`src/rtl/mtimer_pkg.sv`:
```
// mtimer_pkg: shared constants and types for the memory-mapped machine timer.
//   - register offsets within the 32-byte window and their one-hot select indices
//   - RISC-V load/store funct3 encodings and access-size codes
//   - ctrl_t: layout of the CTRL register as seen on the bus
//   - byte-lane helpers used for partial stores
package mtimer_pkg;

   localparam int unsigned WORD_W   = 32;
   localparam int unsigned NUM_REGS = 5;

   // Byte offsets of the implemented registers.
   localparam logic [4:0] MTIME_LO_OFF    = 5'h00;
   localparam logic [4:0] MTIME_HI_OFF    = 5'h04;
   localparam logic [4:0] MTIMECMP_LO_OFF = 5'h08;
   localparam logic [4:0] MTIMECMP_HI_OFF = 5'h0C;
   localparam logic [4:0] CTRL_OFF        = 5'h10;

   // Bit positions in the one-hot wr_en / rd_sel vectors.
   localparam int unsigned REG_MTIME_LO    = 0;
   localparam int unsigned REG_MTIME_HI    = 1;
   localparam int unsigned REG_MTIMECMP_LO = 2;
   localparam int unsigned REG_MTIMECMP_HI = 3;
   localparam int unsigned REG_CTRL        = 4;

   // funct3 encodings of loads/stores.
   typedef enum logic [2:0] {
      MEM_OP_B  = 3'b000,
      MEM_OP_H  = 3'b001,
      MEM_OP_W  = 3'b010,
      MEM_OP_BU = 3'b100,
      MEM_OP_HU = 3'b101
   } mem_op_e;

   // Access size taken from funct3[1:0].
   localparam logic [1:0] SIZE_B = 2'b00;
   localparam logic [1:0] SIZE_H = 2'b01;
   localparam logic [1:0] SIZE_W = 2'b10;

   // CTRL layout: DIV starts at bit 8; up to 24 DIV bits fit in the word.
   localparam int unsigned CTRL_DIV_LSB   = 8;
   localparam int unsigned CTRL_DIV_MAX_W = 24;

   typedef struct packed {
      logic [CTRL_DIV_MAX_W-1:0] div;
      logic [6:0]                rsvd;
      logic                      en;
   } ctrl_t;

   // Replace the bytes of old_w selected by be with the matching bytes of new_w.
   function automatic logic [WORD_W-1:0] be_merge(input logic [WORD_W-1:0] old_w,
                                                  input logic [WORD_W-1:0] new_w,
                                                  input logic [3:0]        be);
      logic [WORD_W-1:0] res;
      for (int b = 0; b < 4; b++) begin
         res[b*8 +: 8] = be[b] ? new_w[b*8 +: 8] : old_w[b*8 +: 8];
      end
      return res;
   endfunction

   // Byte lanes of CTRL that hold at least one DIV bit for a given DIV width.
   function automatic logic [3:0] div_byte_mask(input int div_w);
      logic [3:0] m;
      for (int b = 0; b < 4; b++) begin
         m[b] = ((8*b + 7) >= int'(CTRL_DIV_LSB)) && ((8*b) <= int'(CTRL_DIV_LSB) + div_w - 1);
      end
      return m;
   endfunction

endpackage

```
`src/rtl/mtimer_bus_if.sv`:
```
// mtimer_bus_if: address decode and store formatting for the timer window.
//   addr, wdata, write, read, op : MEM-stage bus request
//   wr_en[4:0]    : one-hot register write strobe (hit, legal, aligned store)
//   be[3:0]       : byte enables of the store, 0 when the store is dropped
//   wdata_aligned : store data shifted onto its byte lane
//   rd_sel[4:0]   : one-hot register read select (hit load to an implemented register)
module mtimer_bus_if
   import mtimer_pkg::*;
#(
   parameter logic [31:0] BASE_ADDR = 32'h0200_0000
) (
   input  logic [31:0]         addr,
   input  logic [31:0]         wdata,
   input  logic                write,
   input  logic                read,
   input  logic [2:0]          op,
   output logic [NUM_REGS-1:0] wr_en,
   output logic [3:0]          be,
   output logic [31:0]         wdata_aligned,
   output logic [NUM_REGS-1:0] rd_sel
);

   logic                hit;
   logic [1:0]          lane;
   logic [3:0]          be_raw;
   logic                misaligned;
   logic                illegal;
   logic                store_ok;
   logic [NUM_REGS-1:0] reg_sel;

   assign hit  = (addr[31:5] == BASE_ADDR[31:5]);
   assign lane = addr[1:0];

   // Byte enables and alignment from access size and low address bits.
   // funct3 with bit 2 set is only defined for loads, so such a store is dropped.
   always_comb begin
      be_raw     = 4'b0000;
      misaligned = 1'b0;
      illegal    = op[2];
      case (op[1:0])
         SIZE_B: be_raw = 4'b0001 << lane;
         SIZE_H: begin
            be_raw     = 4'b0011 << lane;
            misaligned = lane[0];
         end
         SIZE_W: begin
            be_raw     = 4'b1111;
            misaligned = (lane != 2'b00);
         end
         default: illegal = 1'b1;
      endcase
   end

   // Word-offset decode; reserved offsets select nothing.
   always_comb begin
      reg_sel = '0;
      case ({addr[4:2], 2'b00})
         MTIME_LO_OFF:    reg_sel[REG_MTIME_LO]    = 1'b1;
         MTIME_HI_OFF:    reg_sel[REG_MTIME_HI]    = 1'b1;
         MTIMECMP_LO_OFF: reg_sel[REG_MTIMECMP_LO] = 1'b1;
         MTIMECMP_HI_OFF: reg_sel[REG_MTIMECMP_HI] = 1'b1;
         CTRL_OFF:        reg_sel[REG_CTRL]        = 1'b1;
         default:         reg_sel = '0;
      endcase
   end

   assign store_ok      = write && hit && !misaligned && !illegal;
   assign be            = store_ok ? be_raw : 4'b0000;
   assign wdata_aligned = wdata << {lane, 3'b000};
   assign wr_en         = store_ok ? reg_sel : '0;
   assign rd_sel        = (read && hit) ? reg_sel : '0;

endmodule

```
`src/rtl/mtimer_slave.sv`:
```
// mtimer_slave: memory-mapped machine timer on the data-memory bus.
//   clk, reset_n  : clock and asynchronous active-low reset
//   mem_*_mem     : MEM-stage load/store request (address, store data, strobes, funct3)
//   mem_rdata_mem : registered read word, valid the cycle after a hit load, else 0
//   timer_int     : registered level interrupt, high while mtime >= mtimecmp
module mtimer_slave
   import mtimer_pkg::*;
#(
   parameter logic [31:0] BASE_ADDR = 32'h0200_0000,
   parameter int unsigned DIV_W     = 8
) (
   input  logic        clk,
   input  logic        reset_n,
   input  logic [31:0] mem_addr_mem,
   input  logic [31:0] mem_wdata_mem,
   input  logic        mem_write_mem,
   input  logic        mem_read_mem,
   input  logic [2:0]  mem_op_mem,
   output logic [31:0] mem_rdata_mem,
   output logic        timer_int
);

   localparam logic [3:0] DIV_BE = div_byte_mask(int'(DIV_W));

   logic [NUM_REGS-1:0] wr_en;
   logic [NUM_REGS-1:0] rd_sel;
   logic [3:0]          be;
   logic [31:0]         wdata_aligned;

   logic [63:0]         mtime;
   logic [63:0]         mtimecmp;
   logic [31:0]         hi_snap;
   logic [DIV_W-1:0]    pre_cnt;
   logic                en;
   logic [DIV_W-1:0]    div;

   logic                tick_c;
   logic                div_wr_c;
   logic                en_nxt;
   logic [DIV_W-1:0]    div_nxt;
   ctrl_t               ctrl_rd;
   logic [31:0]         rd_word;

   mtimer_bus_if #(
      .BASE_ADDR(BASE_ADDR)
   ) u_bus_if (
      .addr          (mem_addr_mem),
      .wdata         (mem_wdata_mem),
      .write         (mem_write_mem),
      .read          (mem_read_mem),
      .op            (mem_op_mem),
      .wr_en         (wr_en),
      .be            (be),
      .wdata_aligned (wdata_aligned),
      .rd_sel        (rd_sel)
   );

   assign tick_c   = en && (pre_cnt == div);
   assign div_wr_c = wr_en[REG_CTRL] && ((be & DIV_BE) != 4'b0000);

   // CTRL update: only the byte lanes enabled by the store change EN / DIV bits.
   always_comb begin
      en_nxt  = en;
      div_nxt = div;
      if (wr_en[REG_CTRL]) begin
         if (be[0]) begin
            en_nxt = wdata_aligned[0];
         end
         for (int i = 0; i < int'(DIV_W); i++) begin
            if (be[2'((int'(CTRL_DIV_LSB) + i) / 8)]) begin
               div_nxt[i] = wdata_aligned[5'(int'(CTRL_DIV_LSB) + i)];
            end
         end
      end
   end

   always_ff @(posedge clk or negedge reset_n) begin
      if (!reset_n) begin
         en  <= 1'b1;
         div <= '0;
      end else begin
         en  <= en_nxt;
         div <= div_nxt;
      end
   end

   // Prescaler: counts 0..DIV while enabled; any DIV write restarts it.
   always_ff @(posedge clk or negedge reset_n) begin
      if (!reset_n) begin
         pre_cnt <= '0;
      end else if (div_wr_c || tick_c) begin
         pre_cnt <= '0;
      end else if (en) begin
         pre_cnt <= pre_cnt + DIV_W'(1);
      end
   end

   // mtime: a bus write to either half wins over the tick for the whole register.
   always_ff @(posedge clk or negedge reset_n) begin
      if (!reset_n) begin
         mtime <= '0;
      end else if (wr_en[REG_MTIME_LO]) begin
         mtime <= {mtime[63:32], be_merge(mtime[31:0], wdata_aligned, be)};
      end else if (wr_en[REG_MTIME_HI]) begin
         mtime <= {be_merge(mtime[63:32], wdata_aligned, be), mtime[31:0]};
      end else if (tick_c) begin
         mtime <= mtime + 64'd1;
      end
   end

   always_ff @(posedge clk or negedge reset_n) begin
      if (!reset_n) begin
         mtimecmp <= '1;
      end else if (wr_en[REG_MTIMECMP_LO]) begin
         mtimecmp[31:0] <= be_merge(mtimecmp[31:0], wdata_aligned, be);
      end else if (wr_en[REG_MTIMECMP_HI]) begin
         mtimecmp[63:32] <= be_merge(mtimecmp[63:32], wdata_aligned, be);
      end
   end

   // Reading MTIME_LO freezes the upper half so a following MTIME_HI read is coherent.
   always_ff @(posedge clk or negedge reset_n) begin
      if (!reset_n) begin
         hi_snap <= '0;
      end else if (rd_sel[REG_MTIME_LO]) begin
         hi_snap <= mtime[63:32];
      end
   end

   // Read mux over pre-edge values; zero when nothing is selected so it can be OR-ed with RAM data.
   always_comb begin
      ctrl_rd     = '0;
      ctrl_rd.en  = en;
      ctrl_rd.div = CTRL_DIV_MAX_W'(div);
      rd_word     = ({32{rd_sel[REG_MTIME_LO]}}    & mtime[31:0])
                  | ({32{rd_sel[REG_MTIME_HI]}}    & hi_snap)
                  | ({32{rd_sel[REG_MTIMECMP_LO]}} & mtimecmp[31:0])
                  | ({32{rd_sel[REG_MTIMECMP_HI]}} & mtimecmp[63:32])
                  | ({32{rd_sel[REG_CTRL]}}        & ctrl_rd);
   end

   always_ff @(posedge clk or negedge reset_n) begin
      if (!reset_n) begin
         mem_rdata_mem <= '0;
         timer_int     <= 1'b0;
      end else begin
         mem_rdata_mem <= rd_word;
         timer_int     <= (mtime >= mtimecmp);
      end
   end

endmodule
```
`config.mk`:
```
export PLATFORM = sky130hd
export DESIGN_NAME = mtimer_slave
export DESIGN_NICKNAME = d
export VERILOG_FILES = /design/src/rtl/mtimer_pkg.sv /design/src/rtl/mtimer_bus_if.sv /design/src/rtl/mtimer_slave.sv
export SDC_FILE = /design/constraint.sdc
export NUM_CORES = 1
export LEC_CHECK = 0
export CAP_MARGIN = 15
export CORE_MARGIN = 2
export CORE_UTILIZATION = 35
export CTS_CLUSTER_DIAMETER = 40
export DETAILED_ROUTE_END_ITERATION = 12
export GPL_ROUTABILITY_DRIVEN = 0
export MAX_ROUTING_LAYER = met4
export PLACE_DENSITY = 0.62
export SETUP_SLACK_MARGIN = 0.02
export SLEW_MARGIN = 25
export SYNTH_ARGS = -nofsm -noshare
export SYNTH_HDL_FRONTEND = slang
export SYNTH_HIERARCHICAL = 1
export SYNTH_SLANG_ARGS = --single-unit
export TNS_END_PERCENT = 50
```
`constraint.sdc`:
```
create_clock -name clk -period 2.7 [get_ports clk]
set_input_delay 0.405 -clock clk [delete_from_list [all_inputs] [get_ports clk]]
set_output_delay 0.405 -clock clk [all_outputs]
set_load 0.05 [all_outputs]
```
* After elaboration in Yosys (flattened, before gate mapping) *
Index checks and enable logic that the tools add are counted.

word-level totals
  output and inout bits = 33
  logic and storage cells = 110
  bits of input ports = 71
  register bits after elaboration = 210

cells by class
  order comparisons = 1
  reductions and logical operators = 34
  muxes and demuxes = 20
  shift operators = 3
  eq/ne operators = 17
  bitwise gates (word level) = 11
  add/sub/neg operators = 2

operators with widths
  cell                                                   number
  AND 32 bit                                             4
  2-to-1 mux 64 bit                                      2
  bitwise OR 32 bit                                      4
  adder 64 x 1 -> 64 bit, second input constant          1
  >= comparator 64 bit                                   1
  2-to-1 mux 8 bit                                       6
  AND reduction 3 bit                                    12
  AND 32 x 16 -> 32 bit                                  1
  2-to-1 mux 32 bit                                      1
  left shift 32 x 5 -> 32 bit                            1
  equality test 27 x 21 -> 1 bit, second input constant  1
  != test 2 bit, second input constant                   9
  case mux 4 bit (3 select lines)                        1
  AND reduction 2 bit                                    6
  2-to-1 mux 5 bit                                       2
  adder 8 x 1 -> 8 bit, second input constant            1
  equality test 8 bit                                    1
  nonzero test 2 bit                                     4
  equality test 3 x 2 -> 1 bit, second input constant    2
  logical AND 1 bit                                      6
  2-to-1 mux 1 bit                                       6
  2-to-1 mux 4 bit                                       1
  left shift 1 x 2 -> 4 bit, first input constant        1
  left shift 2 x 2 -> 4 bit, first input constant        1
  other kinds (11)                                       13

* Longest topological paths before layout *
  depth in word-level cells = 9
  mapped depth = 14
  depth with buffers taken out = 11

* Modules after synthesis *
The synthesis kept the hierarchy.

by module, submodules not included
  module         instances  seq. area each (sq um)  cells an instance  area an instance (sq um)
  mtimer_slave   1          5336.4                  1213               12087.8
  mtimer_bus_if  1          0.0                     137                910.9

* Worst setup path after synthesis *
Ideal clock, no wire load.

  path kind = input port to flip-flop
  from = input port mem_op_mem[0]
  to = register mtime[54]
  setup time = 127 ps
  path slack = -400 ps
  path buffers = 3
  arrival = 2972 ps
  stages = 11
  data required time = 2573 ps
  path through = inv_1 ha_1 o311ai_1 nor4_1 or2_2 buf_2 or4_1 buf_2 buf_1 nor4_1 nor3_1

on the way
  cells in the longest elaborated chain, start to end = 8
  elaborated cells between the ends (all ways) = 18
  classes of those cells = eq/ne (3); mux (6); bitwise (1); reduce/logical (8)

RTL lines
  what                                                                   line                                      source
  start: declaration                                                     mtimer_slave.sv:18                        input logic [2:0] mem_op_mem,
  equality test 2 bit (tied with other cells)                            mtimer_bus_if.sv:40                       case (op[1:0])
  case mux 1 bit (2 select lines) or OR reduction 3 bit (tied branches)  --
  zero test 1 bit or 2-to-1 mux 1 bit (tied branches)                    mtimer_bus_if.sv:67, mtimer_bus_if.sv:40
  logical AND 1 bit or zero test 1 bit (tied branches)                   mtimer_bus_if.sv:67                       assign store_ok = write && hit && !misaligned && !illegal;
  logical AND 1 bit (*)                                                  mtimer_bus_if.sv:67
  2-to-1 mux 5 bit (*)                                                   mtimer_bus_if.sv:70                       assign wr_en = store_ok ? reg_sel : '0;
  named net wr_en[0]                                                     mtimer_slave.sv:25                        logic [NUM_REGS-1:0] wr_en;
  NOT 1 bit (no source line) (*)                                         --
  AND reduction 3 bit (no source line) (*)                               --
  end signal: assignment                                                 mtimer_slave.sv:103                       mtime <= {mtime[63:32], be_merge(mtime[31:0], wdata_aligned, be)};
  end signal: assignment                                                 mtimer_slave.sv:105                       mtime <= {be_merge(mtime[63:32], wdata_aligned, be), mtime[31:0]};
  end signal: assignment                                                 mtimer_slave.sv:107                       mtime <= mtime + 64'd1;
  end: declaration                                                       mtimer_slave.sv:30                        logic [63:0] mtime;

The timed path passes the listed nets; every way through them passes the cells marked *. The select of a mux whose other input is x is not followed.
A chain may end at the register's enable or synchronous reset.

* Worst setup path after layout *
  from = input port mem_addr_mem[14]
  to = register mtime[15]

on the way
  cells in the longest elaborated chain, start to end = 7
  elaborated cells between the ends (all ways) = 11
  classes of those cells = eq/ne (3); mux (3); reduce/logical (5)

RTL lines
  what                                  line                 source
  start: declaration                    mtimer_slave.sv:14   input logic [31:0] mem_addr_mem,
  equality test 27 x 21 -> 1 bit        mtimer_bus_if.sv:31  assign hit = (addr[31:5] == BASE_ADDR[31:5]);
  logical AND 1 bit (3 in series)       mtimer_bus_if.sv:67
  2-to-1 mux 5 bit                      mtimer_bus_if.sv:70
  named net wr_en[1]                    mtimer_slave.sv:25
  != test 2 bit (no source line)        --
  AND reduction 3 bit (no source line)  --

The timed path passes the listed nets, and every way through them passes these cells.

==> impl_metrics.py <==
metrics = {
    "outcome": {
        "status": "completed",
    },
    "sta": {
        "slew_headroom": 0.354,
        "period_share": 0.966,
        "worstMarginPinSlew_ns": 0.960,
        "hold_violations": 0,
        "fin_ws_ns": 0.0925,
        "fmax_mhz": 384,
        "slew_viol_final": 0,
        "finalClockSkew_ns": 0.0193,
        "setup_viol": 0,
        "layout_min_cycle_time_ns": 2.61,
        "rsz0062_at_grt": "true",
    },
    "synthesis": {
        "yosysMostFrequentCell": "nand2_1",
        "synth-main-ff-cell": "dfrtp_1",
        "synth_edf_count": 0,
        "ys_async_sr_fraction": 1.00,
        "synthAdderAreaFrac": 0.0664,
        "seq_area_frac_synth": 0.411,
        "synth_compound_gate_area_share": 0.158,
        "syn_avg_cell_area_um2": 9.63,
        "synth_xor_xnor_area_share": 0.0101,
        "yosysTopAreaCellShare": 0.279,
        "yosysTopAreaCell": "dfrtp_1",
        "yosys-top-cells-area": "dfrtp_1 (28%), dfstp_2 (13%), mux2_2 (9.1%)",
        "syn-instance-count": 1350,
        "ys_seq_elements": 210,
        "synthMuxAreaShare": 0.120,
        "synthesis.nets": 1490,
        "synth_area_um2": 13000,
        "synthSimpleGateAreaFrac": 0.189,
        "synth_top_family_by_area": "simple AND/OR/NAND/NOR gates",
        "yosys_warnings": 6,
        "netlist-cell-type-count": 79,
        "synthTopCellsByCount": "nand2_1 (148), dfrtp_1 (145), mux2_2 (105)",
    },
    "critical_path": {
        "crit_buf_inv": 3,
        "cp.required_ns": 3.10,
        "critPathMaxFanout": 25,
        "crit_arrival_ns": 3.01,
        "cp_slowest_stage_delay_ns": 0.45,
        "path_cells": "clkdlybuf4s50_1, nor4_4, nand4_4, nor4_4, buf_4, buf_4, nor2_1, a21o_1, a221o_2",
        "crit_type": "primary input to flip-flop",
        "r2r_setup_slack_ns": 0.18,
        "cp-end-kind": "flip-flop",
        "start_kind": "primary input",
        "crit_family": "simple AND/OR/NAND/NOR gates",
        "critPathSlowestCell": "clkdlybuf4s50_1",
    },
    "final_layout": {
        "fillCellCount": 3406,
        "diodes": 0,
        "multi_input_area_um2": 7340,
        "areaGrowthSynthToFinish_pct": 34.8,
        "layout-drive-gt1-share": 0.296,
        "nets": 1751,
        "regArea_um2": 5340,
        "finalInstanceArea_um2": 17500,
    },
    "power": {
        "power_switching_mw": 2.06,
        "powerDensity_nw_per_um2": 490,
        "power_mw": 8.59,
        "p_int_mw": 6.53,
        "clkPwrFrac": 0.581,
        "combPwrFrac": 0.052,
        "switching_share": 0.240,
        "vdd_ir_drop_max_v": 0.000342,
        "p_leak_nw": 7.36,
        "power_frac_seq": 0.367,
    },
    "min_path": {
        "min_path_type": "primary input to async pin",
    },
    "place": {
        "dp_slack_ns": -0.859,
        "dp_hpwl_um": 34100,
        "post_dp_cell_area_um2": 16000,
        "portBuffers": 103,
    },
    "grt": {
        "grtUsageTotal": 0.246,
        "grt_antenna_before_repair": 0,
        "grt_pass1_vias": 12300,
        "grt_pass1_wl_um": 71400,
        "grt_max_degree": 82,
        "grt_overflow": 0,
    },
    "cts": {
        "cts_tree": "yes",
        "cts-root-buf": "clkbuf_16",
        "clock_sinks": 210,
        "cts_buffers": 37,
        "clk_latency_ns": 0.53,
        "ctsLongestPathBuffers": 3,
        "cts.htree.levels": 2,
        "clkTransAtPathRegs_ns": 0.05,
    },
    "detailed_routing": {
        "drt_iter0_drc": 1225,
        "vias_per_cell": 5.78,
        "finalWirelength_um": 45800,
        "num_vias": 12200,
        "dr.pass1.iters": 6,
        "detail_route.wl_per_cell_um": 21.7,
        "post-route-drc-count": 0,
        "ant_nets": 0,
    },
    "floorplanning": {
        "io_pins": 104,
        "start_util": 0.355,
        "die_h_um": 197,
        "core_um2": 36600,
        "fp-row-count": 70,
        "die-area_um2": 38700,
        "die_w_um": 197,
    },
    "flow_run": {
        "drv_cap": 0,
    },
}
## repair_timing
item	CTS	global route
hold buffers	1	0
gates resized for setup	8	21
pin swaps	1	7
setup buffers	0	5
hold endpoints to repair	49	0
gates cloned	2	0
endpoints found under the setup margin	76	85
## metrics by stage
step / TNS [ns] / std cells / utilization / hold WS [ns]
floorplan: -0.110 / 1350 / - / 0.109
global placement: -93.10 / 2032 / 0.437 / 0.467
detailed placement: -99.62 / 2032 / 0.437 / 0.462
CTS: 0 / 2103 / 0.474 / 0.486
global route: -0.0159 / 2108 / 0.479 / 0.521
finish: 0 / 2108 / 0.479 / 0.475
## cell usage in the layout (no fill, tap or decap), types with 9 or more instances in the layout
cell type / n
nor3_1: 31
dfstp_2: 65
nor4_1: 28
o22ai_1: 17
a211oi_1: 20
inv_1: 79
buf_4: 167
a222oi_1: 9
nor2_1: 74
a221o_1: 11
nor2b_1: 16
and2_1: 17
nor4_4: 9
ha_1: 68
nand3_1: 28
clkdlybuf4s50_1: 99
nand2_1: 147
o21ai_0: 56
a21o_1: 11
xnor2_1: 11
mux2i_1: 38
dfrtp_1: 145
clkbuf_16: 39
mux2_2: 105
buf_12: 16
a22oi_1: 72
a21oi_1: 61
nand4_1: 38
## worst paths after layout
path	end	depth (start not counted)	startpoint
worst max-delay path	mtime[15]	9	mem_addr_mem[14]
worst min-delay path	hi_snap[27]	2	reset_n
worst max register to register	mtime[25]	6	mtime[2]
worst min register to register	mem_rdata_mem[28]	2	hi_snap[28]
max in group asynchronous	mtimecmp[9]	3	reset_n
min in group clk	mem_rdata_mem[28]	2	hi_snap[28]
## kinds of logic after synthesis
logic type	after synthesis
buffers and inverters	149
and+or+nand+nor	457
muxes	143
xor gates and xnor gates	15
DFF	210
AOI/OAI and AO/OA	307
adders and majority gates	69
## sequential cells by signal (all words and copies together) (netlist names)
name           cells
mtime             64
en                 1
hi_snap           32
mtimecmp          64
pre_cnt            8
div                8
mem_rdata_mem     32
timer_int          1
## layer usage
layer	share of wire	GRT usage	vias to the layer above
met4	0.044	0.101	0
met3	0.092	0.0390	124
met2	0.45	0.381	613
met1	0.41	0.323	5890
li1	-	-	5564
met5	0	-	-
## final cells by class
type | instances | share of cell area
multi-input combinational | 993 | 0.419
sequential | 210 | 0.305
timing repair buffer | 288 | 0.149
clock buffer | 43 | 0.0588
tap | 468 | 0.0334
inverter | 81 | 0.0175
clock inverter | 25 | 0.0173
## power groups by stage
stage	clock network, mW	registers [mW]	logic (mW)
global placement	0	3.21	0.427
finish	4.99	3.16	0.447
floorplan	0	3.21	0.114
global route	5.22	3.15	0.475
detailed placement	0	3.21	0.431
CTS	5.06	3.15	0.432
No activity file was read; power rests on OpenSTA's default activity.
